--- src/rtl/pipelined_ripple_adder_pkg.sv ---
// Shared definitions for the pipelined ripple adder: default geometry,
// chunk-width helper and the single-bit full-adder cell used by every chunk.
package pipelined_ripple_adder_pkg;

  localparam int DEFAULT_DATA_WIDTH = 32;
  localparam int DEFAULT_STAGES     = 4;

  // Width of the slice of the operands each pipeline stage adds.
  function automatic int chunk_width(input int data_width, input int stages);
    return data_width / stages;
  endfunction

  // Full-adder cell: returns {carry_out, sum}.
  function automatic logic [1:0] full_add(input logic a, input logic b, input logic ci);
    return {(a & b) | (a & ci) | (b & ci), a ^ b ^ ci};
  endfunction

endpackage

--- src/rtl/pipelined_ripple_adder_chunk.sv ---
// Combinational ripple-carry adder for one chunk of the pipelined adder.
// Also exposes the carry into the chunk's top bit so the final stage can
// derive signed overflow.
module ripple_chunk_adder
  import pipelined_ripple_adder_pkg::*;
#(
  parameter int WIDTH = 8
) (
  input  logic [WIDTH-1:0] a,
  input  logic [WIDTH-1:0] b,
  input  logic             ci,
  output logic [WIDTH-1:0] s,
  output logic             co,
  output logic             c_msb
);

  logic [WIDTH:0] c;

  // Ripple the carry through a chain of full-adder cells, LSB first.
  always_comb begin
    c    = '0;
    s    = '0;
    c[0] = ci;
    for (int i = 0; i < WIDTH; i++) begin
      {c[i+1], s[i]} = full_add(a[i], b[i], c[i]);
    end
  end

  assign co    = c[WIDTH];
  assign c_msb = c[WIDTH-1];

endmodule

--- src/rtl/pipelined_ripple_adder.sv ---
// DATA_WIDTH-bit adder with carry-in split into STAGES chunk stages, one
// register stage per chunk, with streaming valid/ready on both sides.
//
// Handshake: a beat moves across an interface on a rising edge where both
// valid and ready are 1. Stage k is ready when it is empty or its successor
// is ready (rd_k = !vld_k | rd_{k+1}, the last stage uses out_rd), so
// empty stages always accept and bubbles collapse behind a stalled output.
// Valid never depends on ready; data and flags hold while not ready.
//
// Each stage register carries a single operand-a vector whose lower
// (already processed) chunks have been overwritten with sum bits, the
// operand-b vector, the chunk carry and the valid flag.
module pipelined_ripple_adder
  import pipelined_ripple_adder_pkg::*;
#(
  parameter int DATA_WIDTH = DEFAULT_DATA_WIDTH,
  parameter int STAGES     = DEFAULT_STAGES
) (
  input  logic                  clk,
  input  logic                  rst_n,
  input  logic [DATA_WIDTH-1:0] in_a,
  input  logic [DATA_WIDTH-1:0] in_b,
  input  logic                  in_ci,
  input  logic                  in_vld,
  output logic                  in_rd,
  output logic [DATA_WIDTH-1:0] out_s,
  output logic                  out_co,
  output logic                  out_ovf,
  output logic                  out_vld,
  input  logic                  out_rd
);

  localparam int CHUNK = chunk_width(DATA_WIDTH, STAGES);

  if (STAGES < 1 || (DATA_WIDTH % STAGES) != 0) begin : g_bad_params
    $error("pipelined_ripple_adder: DATA_WIDTH must be divisible by STAGES and STAGES >= 1");
  end

  // Stage registers (index k = output register of stage k)
  logic [DATA_WIDTH-1:0] sa_q [STAGES];
  logic [DATA_WIDTH-1:0] b_q  [STAGES];
  logic [STAGES-1:0]     c_q;
  logic [STAGES-1:0]     vld_q;
  logic                  ovf_q;

  // Stage inputs, adder results and ready chain
  logic [DATA_WIDTH-1:0] sa_in  [STAGES];
  logic [DATA_WIDTH-1:0] b_in   [STAGES];
  logic [DATA_WIDTH-1:0] sa_nxt [STAGES];
  logic [STAGES-1:0]     c_in;
  logic [STAGES-1:0]     vld_in;
  logic [STAGES-1:0]     rd;
  logic [CHUNK-1:0]      ch_s   [STAGES];
  logic [STAGES-1:0]     ch_co;
  logic                  ch_cmsb [STAGES];

  // Stage 0 takes the input port; every later stage takes its predecessor's registers.
  always_comb begin
    sa_in[0]  = in_a;
    b_in[0]   = in_b;
    c_in      = '0;
    vld_in    = '0;
    c_in[0]   = in_ci;
    vld_in[0] = in_vld;
    for (int k = 1; k < STAGES; k++) begin
      sa_in[k]  = sa_q[k-1];
      b_in[k]   = b_q[k-1];
      c_in[k]   = c_q[k-1];
      vld_in[k] = vld_q[k-1];
    end
  end

  for (genvar k = 0; k < STAGES; k++) begin : g_stage
    ripple_chunk_adder #(.WIDTH(CHUNK)) u_chunk (
      .a     (sa_in[k][k*CHUNK +: CHUNK]),
      .b     (b_in[k][k*CHUNK +: CHUNK]),
      .ci    (c_in[k]),
      .s     (ch_s[k]),
      .co    (ch_co[k]),
      .c_msb (ch_cmsb[k])
    );
  end

  // Splice each chunk sum into the forwarded operand-a vector.
  always_comb begin
    for (int k = 0; k < STAGES; k++) begin
      sa_nxt[k]                    = sa_in[k];
      sa_nxt[k][k*CHUNK +: CHUNK]  = ch_s[k];
    end
  end

  // Ready chain from the output back to the input.
  always_comb begin
    rd             = '0;
    rd[STAGES-1]   = !vld_q[STAGES-1] | out_rd;
    for (int k = STAGES - 2; k >= 0; k--) begin
      rd[k] = !vld_q[k] | rd[k+1];
    end
  end

  // Stage registers: load whenever the stage is ready, clear everything on reset.
  always_ff @(posedge clk) begin
    if (!rst_n) begin
      for (int k = 0; k < STAGES; k++) begin
        sa_q[k] <= '0;
        b_q[k]  <= '0;
      end
      c_q   <= '0;
      vld_q <= '0;
      ovf_q <= 1'b0;
    end else begin
      for (int k = 0; k < STAGES; k++) begin
        if (rd[k]) begin
          sa_q[k]  <= sa_nxt[k];
          b_q[k]   <= b_in[k];
          c_q[k]   <= ch_co[k];
          vld_q[k] <= vld_in[k];
        end
      end
      if (rd[STAGES-1]) begin
        ovf_q <= ch_cmsb[STAGES-1] ^ ch_co[STAGES-1];
      end
    end
  end

  assign in_rd   = rd[0];
  assign out_s   = sa_q[STAGES-1];
  assign out_co  = c_q[STAGES-1];
  assign out_ovf = ovf_q;
  assign out_vld = vld_q[STAGES-1];

endmodule

--- config.mk ---
export PLATFORM = sky130hd
export DESIGN_NAME = pipelined_ripple_adder
export DESIGN_NICKNAME = d
export VERILOG_FILES = /design/src/rtl/pipelined_ripple_adder_pkg.sv /design/src/rtl/pipelined_ripple_adder_chunk.sv /design/src/rtl/pipelined_ripple_adder.sv
export SDC_FILE = /design/constraint.sdc
export NUM_CORES = 1
export LEC_CHECK = 0
export CAP_MARGIN = 20
export CORE_ASPECT_RATIO = 1.5
export CORE_MARGIN = 8
export CORE_UTILIZATION = 55
export CTS_CLUSTER_DIAMETER = 40
export CTS_CLUSTER_SIZE = 10
export DETAILED_ROUTE_END_ITERATION = 6
export GPL_ROUTABILITY_DRIVEN = 0
export PLACE_DENSITY = 0.86
export SYNTH_ARGS = -nofsm -noshare
export SYNTH_HDL_FRONTEND = slang
export SYNTH_SLANG_ARGS = --single-unit
export TNS_END_PERCENT = 100
--- constraint.sdc ---
create_clock -name clk -period 5.5 [get_ports clk]
set_clock_uncertainty 0.2 [all_clocks]
set_input_delay 0.825 -clock clk [delete_from_list [all_inputs] [get_ports clk]]
set_output_delay 0.825 -clock clk [all_outputs]
set_load 0.01 [all_outputs]
==> results of run 1 <==
==> stage by stage <==
step | setup WS, ns | power [uW] | util (%)
floorplan | 1.275 | 1742 | -
global placement | 0.8166 | 1823 | 63.41
detailed placement | 0.7307 | 1835 | 63.41
CTS | 1.194 | 2981 | 67.54
global route | 1.036 | 3066 | 67.73
finish | 1.173 | 2959 | 67.73
==> how the worst max path moves through the flow <==
stage / from / to / slack, ns / cells past startpoint
3_5_place_dp: in_b[0] / sa_q[0][7] / 0.73 / 13
5_1_grt: in_b[0] / sa_q[0][7] / 1.04 / 13
6_report: in_b[0] / sa_q[0][7] / 1.17 / 13
4_1_cts: in_b[0] / sa_q[0][7] / 1.19 / 13
3_3_place_gp: in_a[0] / sa_q[0][7] / 0.82 / 13
2_1_floorplan: in_a[0] / sa_q[0][7] / 1.28 / 12
==> cell usage in the layout (no fill, tap or decap) <==
| cell type | instances |
|---|---|
| a21boi_0 | 1 |
| a21boi_2 | 1 |
| a21oi_1 | 2 |
| and2_1 | 54 |
| and3_1 | 114 |
| and4b_1 | 1 |
| buf_16 | 1 |
| buf_2 | 1 |
| buf_4 | 5 |
| clkbuf_16 | 17 |
| clkdlybuf4s50_1 | 103 |
| clkinv_4 | 2 |
| clkinvlp_4 | 2 |
| dfxtp_1 | 9 |
| edfxtp_1 | 176 |
| fa_1 | 32 |
| inv_1 | 28 |
| inv_6 | 4 |
| inv_8 | 7 |
| nand2_1 | 12 |
| nand2_2 | 1 |
| nand2b_1 | 2 |
| nand3_2 | 1 |
| nand3b_1 | 1 |
| nand4b_1 | 1 |
| nor2_1 | 7 |
| nor2b_1 | 4 |
| o211a_1 | 3 |
| o21a_1 | 3 |
| o21ai_0 | 1 |
| xnor2_1 | 1 |
==> power by group through the flow <==
stage	Clock, uW	Combinational (uW)	Sequential (uW)
after floorplan	0	82.2	1660
after global placement	0	165	1660
after detailed placement	0	173	1660
after CTS	1170	176	1630
after global routing	1230	194	1640
final	1150	173	1630
==> worst min-delay path, delay by kind of cell (launching register included) <==
family | cells | cell delay [ns]
AO/OA/AOI/OAI | 1 | 0.07
AND/OR/NAND/NOR | 1 | 0.05
flip-flops | 1 | 0.32
==> layout make-up <==
cell class | instances | area (um^2)
clock inverter | 15 | 146.4
clock buffer | 17 | 425.4
timing repair buffer | 110 | 1101
multi-input combinational | 242 | 1938
fill | 909 | 4472
inverter | 28 | 105.1
tap | 165 | 206.4
sequential | 185 | 5465
==> cell families (layout without fill, tap and decap cells) <==
| kind of cell | Yosys count | in the layout | share of synthesized area (%) |
|---|---|---|---|
| compound gates | 11 | 11 | 1.126 |
| simple gates | 198 | 198 | 15.58 |
| flops | 185 | 185 | 71.26 |
| xor+xnor | 1 | 1 | 0.1142 |
| fa+ha+maj | 32 | 32 | 8.352 |
| buf+inv | 61 | 170 | 3.572 |
==> synthesized netlist by cell type <==
library cell	number	area, um^2
nand4b_1	1	8.760
a21boi_2	1	11.26
a21boi_0	1	7.510
and4b_1	1	10.01
o21a_1	3	22.52
dfxtp_1	9	180.2
nand2b_1	2	12.51
o211a_1	3	30.03
fa_1	32	640.6
nor2_1	7	26.28
edfxtp_1	176	5285
nor2b_1	4	25.02
xnor2_1	1	8.760
and3_1	114	713.2
nand2_1	13	48.80
nand3_1	1	5.000
buf_6	6	67.56
and2_1	54	337.8
clkbuf_1	26	97.59
nand3b_1	1	7.510
inv_1	28	105.1
buf_1	1	3.750
a21oi_1	2	10.01
o21ai_0	1	5.000
==> routing by layer <==
layer	GRT usage (%)	up-vias	routed length [um]
met5	0	-	0
li1	-	1931	-
met2	24.10	91	6315
met4	6.038	0	254
met1	13.65	1859	4476
met3	4.510	18	492
==> registers in the layout, indices dropped and copies added (netlist names) <==
name,count
vld_q,4
out_ovf,1
b_q,48
sa_q,128
c_q,4
==> metrics.txt, run 1 <==
CTS sink cnt ~190; antenna violations before repair 0; Worst EP arrival approximately 4.4 ns; Seq cells post-synth 185; Initial DRT Pass Iterations 4; Num CTS Buffers 17; Core Area around 14,000 um^2; Buf/Inv on CP 4; Psw between 600 and 700 uW; Hold WC Path Type reg -> reg; Site Rows 53; crit path time final around 4.3 ns; hold path cells 2; crit start category primary input; 1st-iter DRT viols 210; die extent in x between 100 and 150 um; switch share around 22%; Avg WL per Cell 15.14 um; status finished, final reports clean; RSZ-0062 raised after global routing no; reg2reg setup slack between 1 and 1.5 ns; CTS Buffer Depth 2; Initial Utilization between 50 and 60%; Comb pwr share 5.9%; WS Path Type in -> reg; PD cells 315.2 nW/um^2; Routed WL roughly 12,000 um; worst-path cell chain clkdlybuf4s50_1 -> inv_1 -> fa_1 -> inv_1 -> fa_1 -> fa_1 -> fa_1 -> fa_1 -> fa_1 -> fa_1 -> inv_1 -> fa_1 -> nor2b_1; first-pass GRT wire length between 15,000 and 20,000 um; Max Freq between 200 and 250 MHz; Antenna diodes 0; clock power share 39.0%; min-delay src out_ovf; Max-slew headroom 28.02%; crit-path most repeated cell fa_1; Synthesized Nets between 500 and 600; worst skew pair latency roughly 0.42 ns; post-CTS resize count 0; Internal ~2300 uW; Post-CTS Setup Inserts 0; Worst Setup End Kind flop; share of cells above drive strength 1 between 7 and 8%; CP top delay family adder cells; RR Startpoint b_q[0][8]; Crit path required time approximately 5.6 ns; Post-Synthesis Cells 488; remaining antenna violation count 0; slew of the pin with the lowest slew margin approximately 1.1 ns; DP Cell Count ~730; final setup violation count 0; Hold-fix buffers, CTS 0; placed instance area 8788 um^2; vias per inst 5.117; Syn Area/Cell 15.72 um^2; Crit Path Max Fanout 1; number of port buffers ~100; peak per-stage delay on the critical path 0.40 ns; Reg power frac around 55%; vias in the first global route about 4k; reg2reg end sa_q[1][15]; WHS about 0.28 ns; die area approximately 18,000 um^2; Clock H-tree levels 4; Die Ht about 160 um; Root Driver clkbuf_16; GRT Total Usage between 10% and 20%; Finished Layout Cells about 760; Crit-path slowest cell clkdlybuf4s50_1; Final Hold Vio Count 0; Final #Nets ~690; Final Slew Violations 0; vias post-DR just under 4k; Design Area, Final approximately 9400 um^2; CTS clk-pin slew, worst paths 0.07 ns; gr ovfl total 0; hold endpoint out_ovf; Pleak 0.004161 uW; Mapped Area roughly 7700 um^2; largest net degree at the start of global routing 76; P&R area growth vs syn 22.40%; max-cap violations 0; Total Negative Setup Slacks 0 ns; Top Ports between 100 and 150; Final Cycle Share 78.68%; Max VDD drop 205.5 uV; yosys warns 0; Reg2Reg Depth 12; register area share after synthesis between 70% and 80%; detailed-route DRC error count 0; Cell variety after synth 24; CTS tree built; Final HPWL DP ~8100 um
Power figures use the tool's default switching activity.
==> run 2, diff against run 1 <==
Clock period 5.5 ns to 4.25 ns, I/O delays scaled along.
==> metrics.txt, run 2 (synthesis gave the netlist of run 1 again) <==
Final Hold Vio Count 0 (unchanged); final worst slack 0.1378 ns (-1.035 ns); Die Ht 160.6 um (unchanged); Routed WL 11,720 um (+1.6%); met1 usage 12.90% (-0.75 points); commonest cells after routing, fill and taps aside edfxtp_1, and3_1, clkdlybuf4s50_1; Num CTS Buffers 17 (unchanged); switch share 21.27% (-0.27 points); vias per inst 5.114 (about the same); worst skew pair latency 0.42 ns (about the same); WS Path Type in -> reg; CTS Buffer Depth 2 (unchanged); DP Worst Slack -0.3959 ns (-1.127 ns); Root Driver clkbuf_16; P&R area growth vs syn 23.39%; Post-CTS Setup Inserts 0 (unchanged); final setup violation count 0 (unchanged); Internal 3066 uW (+32%); Site Rows 53 (unchanged); GR Layer Usage met3 4.096% (-0.41 points); 1st-iter DRT viols 188 (-10%); remaining antenna violation count 0 (unchanged); die extent in x 112.4 um (unchanged); PD cells 411.5 nW/um^2 (+31%); Design Power 3894 uW (+32%); antenna violations before repair 0 (unchanged); max reg flops 128 (unchanged); CTS sink cnt 185 (unchanged); Final Slew Violations 0 (unchanged); Max VDD drop 311.5 uV (+52%); most common cell after layout, fill and taps aside edfxtp_1; crit path time final between 4 and 5 ns; CTS tree built; Crit path required time 4.34 ns (-1.25 ns); gr ovfl total 0 (unchanged); Worst Setup End Kind flop; max-cap violations 0 (unchanged); post-CTS resize count 0 (unchanged); Initial Utilization 55.34% (unchanged); Final Cycle Share approximately 97%; die area 18,060 um^2 (unchanged); Pleak 0.004180 uW (+0.44%); Top Usage Layer GRT met2; Core Area 13,860 um^2 (unchanged); crit start category primary input; Top Ports 105 (unchanged); fillers 892 (-1.9%); Final HPWL DP 8320 um (+3.2%); Util after Layout 68.29% (+0.55 points); vias in the first global route 4,034 (+0.15%); Crit Path Max Fanout 1 (unchanged); slew of the pin with the lowest slew margin 0.9949 ns (-0.08159 ns); Comb pwr share 5.9% (about the same); Hold-fix buffers, CTS 0 (unchanged); WHS 0.2677 ns (-0.01436 ns); Max Freq around 240 MHz; share of cells above drive strength 1 9.000% (+2.0 points); Antenna diodes 0 (unchanged); Initial DRT Pass Iterations 4 (unchanged); Reg power frac 54.2% (-0.9 points); vias post-DR 3,912 (+0.33%); largest net degree at the start of global routing 58 (-24%); RSZ-0062 raised after global routing no; Max-slew headroom 33.44% (+5.4 points); number of port buffers 104 (unchanged); Clock H-tree levels 4 (unchanged); GRT Total Usage 13.40% (+0.024 points); Worst EP arrival 4.20 ns (-0.22 ns); CTS clk-pin slew, worst paths 0.07 ns (about the same); status finished, final reports clean; most flop-heavy register sa_q; met2 usage 24.57% (+0.47 points); Avg WL per Cell 15.32 um (+1.2%); Psw 828.2 uW (+30%); Largest regs sa_q: 128 flops, b_q: 48 flops; Final #Nets 688 (+0.44%); first-pass GRT wire length 18,690 um (-1.0%); clock power share 39.9% (+0.9 points); Hold WC Path Type reg -> reg; detailed-route DRC error count 0 (unchanged)
## run 2: area by class of cell
class	instances	area [um^2]	area share, %
Clock inverter	15	170.2	1.798
Tap cell	165	206.4	2.181
Inverter	28	105.1	1.111
Sequential cell	185	5465	57.75
Timing Repair Buffer	113	1131	11.95
Clock buffer	17	425.4	4.495
Multi-Input combinational cell	242	1961	20.72
## run 2: power groups by stage
stage | combinational, uW | clock, uW | sequential, uW
floorplan | 106 | 0 | 2150
global placement | 214 | 0 | 2150
CTS | 230 | 1590 | 2110
finish | 229 | 1560 | 2110
global route | 255 | 1650 | 2120
detailed placement | 227 | 0 | 2150
## run 2: worst paths after layout
check | start | endpoint | slack, ns | cells past startpoint
min reg2reg | out_ovf | out_ovf | 0.27 | 2
max reg2reg | b_q[0][88] | sa_q[3][31] | 0.19 | 12
min | out_ovf | out_ovf | 0.27 | 2
max | in_a[0] | sa_q[0][7] | 0.14 | 13
## run 2: per-layer routing
layer  up-vias  wire [um]
li1       1934          -
met1      1856       4335
met2       107       6484
met3        15        633
met4         0        263
met5         -          0
## run 2: critical path, cell delays in order
cell	delay, ns
clkdlybuf4s50_1	0.40
inv_1	0.08
fa_1	0.18
inv_1	0.06
fa_1	0.39
fa_2	0.35
fa_1	0.39
fa_2	0.36
fa_1	0.39
fa_1	0.38
inv_1	0.08
fa_1	0.40
nor2b_1	0.11
## run 2: through the flow
step	cell area (um^2)	instances	TNS, ns
after CTS	9399	763	0
after global routing	9464	765	0
final	9464	765	0
after detailed placement	8803	731	-0.5640
after floorplan	7670	488	0
after global placement	8803	731	-0.2452
==> variant 1 (settings of run 1) <==
Register the output `out_ovf` once more, cleared by the reset; this adds one clock of latency there. The other outputs are not delayed to match.
--- a/src/rtl/pipelined_ripple_adder.sv
+++ b/src/rtl/pipelined_ripple_adder.sv
@@ -126,7 +126,13 @@
   assign in_rd   = rd[0];
   assign out_s   = sa_q[STAGES-1];
   assign out_co  = c_q[STAGES-1];
-  assign out_ovf = ovf_q;
+  always_ff @(posedge clk) begin
+    if (!rst_n) begin
+      out_ovf <= '0;
+    end else begin
+      out_ovf <= ovf_q;
+    end
+  end
   assign out_vld = vld_q[STAGES-1];
 
 endmodule
Formal check against the unedited RTL: not equivalent (a bounded check fails within 10 cycles, from zero or initial values and one cycle with rst_n low).
==> variant 1 against run 1 <==
Via count up 0.23%. Power decreased by 0.66%. Sequential cell count is 1 higher. Worst hold slack better by 5.5 ps. Sequential share of layout area increased by 0.17 points. Global-route usage up 0.14 points. Synthesized area up 0.36%. Routed wire length grew 2.5%. Cell area about the same. Setup slack worse by 80 ps. Critical endpoint unchanged. Largest cell class unchanged. Largest power group unchanged.
==> variant 1: results (changes against run 1) <==
| Metric | Value |
|---|---|
| Result of the run | completed |
| ANT cells | 0 (unchanged) |
| Clock Pin Slew Worst Setup and Hold Paths | 70 ps (about the same) |
| Worst Path Arrival | 4500 ps (+80 ps) |
| CP max stage cell | sky130_fd_sc_hd__clkdlybuf4s50_1 |
| Via count | 3908 (+0.23%) |
| Largest net degree at the start of global routing | 69 (-9.2%) |
| Post-DP HPWL | 8.30 mm (+3.0%) |
| Number of resized instances in the post-cts repair step | 0 (unchanged) |
| Via count of the first global-routing pass | 3973 (-1.4%) |
| Top flip-flop cell by instance count after synthesis | sky130_fd_sc_hd__edfxtp_1 |
| Registers with the most flip-flops | sa_q x128, b_q x48 |
| Total clock buffers created by CTS | 17 (unchanged) |
| Leading cell types by total area after synthesis | sky130_fd_sc_hd__edfxtp_1, sky130_fd_sc_hd__and3_1, sky130_fd_sc_hd__fa_1, sky130_fd_sc_hd__and2_1, sky130_fd_sc_hd__dfxtp_1 |
| Maximum net fanout on the critical path | 1 (unchanged) |
| Leakage power total | 4.17 nW (+0.11%) |
| Number of buffers inserted by port buffering | 104 (unchanged) |
| Number of antenna violations at the first check in global routing | 0 (unchanged) |
| Global-route wire length before repair | 19.0 mm (+0.77%) |
| Proportion of synthesized chip area in sequential cells | 0.713 (about the same) |
| Type of the worst min-delay path | reg -> reg |
| Root buffer cell | sky130_fd_sc_hd__clkbuf_16 |
| Max reg flops | 128 (unchanged) |
| Proportion of register bits with asynchronous set or reset after synthesis | 0 (unchanged) |
| Delay contributed by the slowest stage of the critical path | 430 ps (+30 ps) |
| Number of fill cells in the layout | 905 (-0.44%) |
| Xor-xnor portion of the synthesized cell area | 0.00114 (-0.00000408) |
| Clock insertion delay at the later pin of the skew report | 430 ps |
| Setup bufs post-CTS | 0 (unchanged) |
| Number of enable-type register cells in the synthesized netlist | 176 (unchanged) |
| Number of synthesis warnings | 0 (unchanged) |
| DR iter-0 viols | 177 (-16%) |
| Routed wire length per instance | 15.5 microns (+2.1%) |
| Residual DRC count | 0 (unchanged) |
| Worst-case headroom to the max-slew limit | 0.307 (+0.0268) |
| Synthesized-area fraction occupied by ao, oa, aoi and oai cells | 0.0112 (-0.0000403) |
| Number of iterations in the first detailed-routing pass | 5 (+1) |
| Number of distinct library cells after synthesis | 24 (unchanged) |
| Total GRT Usage | 0.135 (+0.00141) |
| Maximum vdd drop | 0.000244 V (+19%) |
| Family with the most delay on the worst path | adder cells |
| Post-Synthesis Net Count | 591 (+0.34%) |
| Layout cells sized above 1 | 0.0700 (-0.000352) |
| Net total in the final layout | 688 (+0.44%) |
| Post-synthesis share of cell area spent on full adders, half adders and majority gates | 0.0832 (-0.000299) |
| Clock tree buffer depth | 2 (unchanged) |
| Multiplexer fraction of the synthesized cell area | 0 (unchanged) |
| Most frequent cells after synthesis | sky130_fd_sc_hd__edfxtp_1, sky130_fd_sc_hd__and3_1, sky130_fd_sc_hd__and2_1 |
| H-tree depth reported by CTS | 4 (unchanged) |
[variant 1: changes by cell type after synthesis]
cell,change
sky130_fd_sc_hd__dfxtp_1,+1
sky130_fd_sc_hd__buf_1,-1
sky130_fd_sc_hd__buf_2,+1
sky130_fd_sc_hd__and2_1,+1
[variant 1: cell families (layout without fill, tap and decap cells)]
group,after synthesis,count (layout)
AND/OR/NAND/NOR,199,199
flip-flops,186,186
buffers and inverters,61,171
adder cells (fa/ha/maj),32,32
AO/OA/AOI/OAI,11,11
XOR/XNOR,1,1
[variant 1: layout make-up]
| type | count | area, sq um | share of cell area |
|---|---|---|---|
| inverter | 28 | 105 | 0.0112 |
| clock buffer | 17 | 425 | 0.0453 |
| tap | 165 | 206 | 0.0220 |
| clock inverter | 15 | 131 | 0.0140 |
| timing repair buffer | 111 | 1100 | 0.117 |
| multi-input combinational | 243 | 1940 | 0.207 |
| sequential | 186 | 5490 | 0.584 |
[variant 1: power by group]
group	switching [W]	total (W)	internal, W	leakage [nW]
Sequential	0.0000210	0.00164	0.00162	2.18
Combinational	0.0000674	0.000173	0.000105	1.72
Clock	0.000533	0.00113	0.000596	0.274
[variant 1: routing by layer]
| layer | vias up | GRT usage | routed length (microns) |
|---|---|---|---|
| met1 | 1840 | 0.141 | 4540 |
| met3 | 16 | 0.0406 | 613 |
| met4 | 0 | 0.0733 | 243 |
| met2 | 119 | 0.238 | 6430 |
| met5 | - | 0 | 0 |
| li1 | 1933 | - | - |
[variant 1: metrics by stage]
stage / instances / area, sq um / hold WS (ps) / worst slack (ps)
after global routing: 765 / 9390 / 311 / 932
after detailed placement: 732 / 8820 / 261 / 646
after CTS: 764 / 9380 / 277 / 1100
after floorplan: 490 / 7700 / 230 / 1280
final: 765 / 9390 / 288 / 1090
after global placement: 732 / 8820 / 248 / 822
[variant 1: worst paths after layout]
kind	slack (ps)	startpoint	cells after the start	endpoint
max	1090	in_ci	13	sa_q[0][7]$_SDFFCE_PN0P_
min	290	ovf_q$_SDFFE_PN0P_	1	out_ovf$_SDFF_PN0_
max reg2reg	1300	b_q[0][48]$_SDFFCE_PN0P_	12	sa_q[2][23]$_SDFFCE_PN0P_
min reg2reg	290	ovf_q$_SDFFE_PN0P_	1	out_ovf$_SDFF_PN0_
==> variant 2 (config.mk and constraints of run 1) <==
Without the edit above. Set the package constant `DEFAULT_DATA_WIDTH` to 64 (it was 32).
--- a/src/rtl/pipelined_ripple_adder_pkg.sv
+++ b/src/rtl/pipelined_ripple_adder_pkg.sv
@@ -2,7 +2,7 @@
 // chunk-width helper and the single-bit full-adder cell used by every chunk.
 package pipelined_ripple_adder_pkg;
 
-  localparam int DEFAULT_DATA_WIDTH = 32;
+  localparam int DEFAULT_DATA_WIDTH = 64;
   localparam int DEFAULT_STAGES     = 4;
 
   // Width of the slice of the operands each pipeline stage adds.
Ports: changed (resized in_a, in_b and out_s); port bits go from 105 to 201. No check against the original RTL was run, so the function may have changed too.
==> variant 2 against run 1 <==
The run now ends with setup timing left. Critical endpoint is now sa_q[2][47]$_SDFFCE_PN0P_. Largest power group unchanged. Power rose by 100%. Count of clock-buffer cells in the layout up 54. Clock power grew 120%. Highest routed layer unchanged. Cell area rose by 98%. Fmax down 34%. Sequential cell count up 176. Worst hold slack got worse by 20 ps. Sequential share of layout area fell by 0.26 points. Synthesized area is 94% higher. Final cell count rose by 93%. Setup slack lost 2300 ps. Routed wire length grew 140%. Combinational power grew 100%.
==> variant 2: results (changes against run 1) <==
| Metric | Value |
|---|---|
| Xor-xnor portion of the synthesized cell area | 0.000589 (-0.000553) |
| Leading cell types by total area after synthesis | sky130_fd_sc_hd__edfxtp_1, sky130_fd_sc_hd__and3_1, sky130_fd_sc_hd__fa_1, sky130_fd_sc_hd__and2_1, sky130_fd_sc_hd__clkbuf_1 |
| Total clock buffers created by CTS | 42 (+25) |
| DR iter-0 viols | 567 (+170%) |
| H-tree depth reported by CTS | 2 (-2) |
| Number of distinct library cells after synthesis | 25 (+4.2%) |
| Count of non-filler cells in the finished layout | 1469 (+93%) |
| Met1 usage in global routing | 0.189 (+0.0523) |
| Clock insertion delay at the later pin of the skew report | 520 ps (+100 ps) |
| Total GRT Usage | 0.170 (+0.0363) |
| Tightest Pin Transition | 1050 ps (-23.1 ps) |
| Clock tree buffer depth | 3 (+1) |
| Number of fill cells in the layout | 1680 (+85%) |
| Depth of the worst hold-timing path | 2 (unchanged) |
| Number of iterations in the first detailed-routing pass | 6 (+2) |
| Final worst setup slack | -1090 ps (-2260 ps) |
| Leakage power total | 8.08 nW (+94%) |
| Met2 global-route usage | 0.301 (+0.0604) |
| Worst Path Arrival | 6770 ps (+2350 ps) |
| Min Hold Slack | 262 ps (-20.3 ps) |
| Post-synthesis share of cell area spent on full adders, half adders and majority gates | 0.0862 (+0.00269) |
| Sequential power share | 0.529 (-0.022) |
| Clock Pin Slew Worst Setup and Hold Paths | 50 ps (-20 ps) |
| Via count of the first global-routing pass | 8261 (+110%) |
| Placed insts | 1387 (+90%) |
| Via count | 7723 (+98%) |
| Final Setup Violations | 19 (+19) |
| Number of buffers inserted by port buffering | 200 (+92%) |
| Violated checks | setup timing |
| Registers with the most flip-flops | sa_q x256, b_q x96 |
| CP max stage cell | sky130_fd_sc_hd__fa_1 |
| Layout cells sized above 1 | 0.129 (+0.0591) |
| Launching instance or port of the critical path | b_q[0][96]$_SDFFCE_PN0P_ |
| Routed length on met3 | 1.56 mm (+220%) |
| M3 GR Usage | 0.0334 (-0.0117) |
| Proportion of synthesized chip area in sequential cells | 0.723 (+0.0108) |
| Pint | 0.00487 W (+110%) |
| Net total in the final layout | 1295 (+89%) |
| Total chip power | 0.00605 W (+100%) |
| Number of antenna violations at the first check in global routing | 4 (+4) |
| Routed wire length per instance | 18.5 microns (+22%) |
| Delay contributed by the slowest stage of the critical path | 420 ps (+20 ps) |
| Post-Synthesis Net Count | 1102 (+87%) |
| Result of the run | finished, violations left |
-- variant 2: metrics by stage --
stage / TNS (ps) / area, sq um
after detailed placement: -19480 / 17200
after floorplan: -10700 / 15000
after global placement: -17230 / 17200
after global routing: -16270 / 18600
after CTS: -13360 / 18500
final: -12850 / 18600
-- variant 2: cell type report --
class / instances / area, sq um / share of cell area
sequential: 361 / 10800 / 0.580
multi-input combinational: 450 / 3880 / 0.209
timing repair buffer: 215 / 2140 / 0.116
clock buffer: 71 / 1180 / 0.0637
tap: 337 / 422 / 0.0227
inverter: 28 / 123 / 0.00661
clock inverter: 3 / 43.8 / 0.00236
antenna: 4 / 10.0 / 0.000540
-- variant 2: tightest hold or removal path, delay by kind of cell, from the launching register on --
family	cells	cell delay, ps
flops	1	310
compound gates	1	50
simple gates	1	50
-- variant 2: what timing repair did --
item,in CTS,in global routing
resized for setup,23,7
setup endpoints to repair,22,21
pin swaps,0,1
buffers inserted,0,2
cloned,0,0
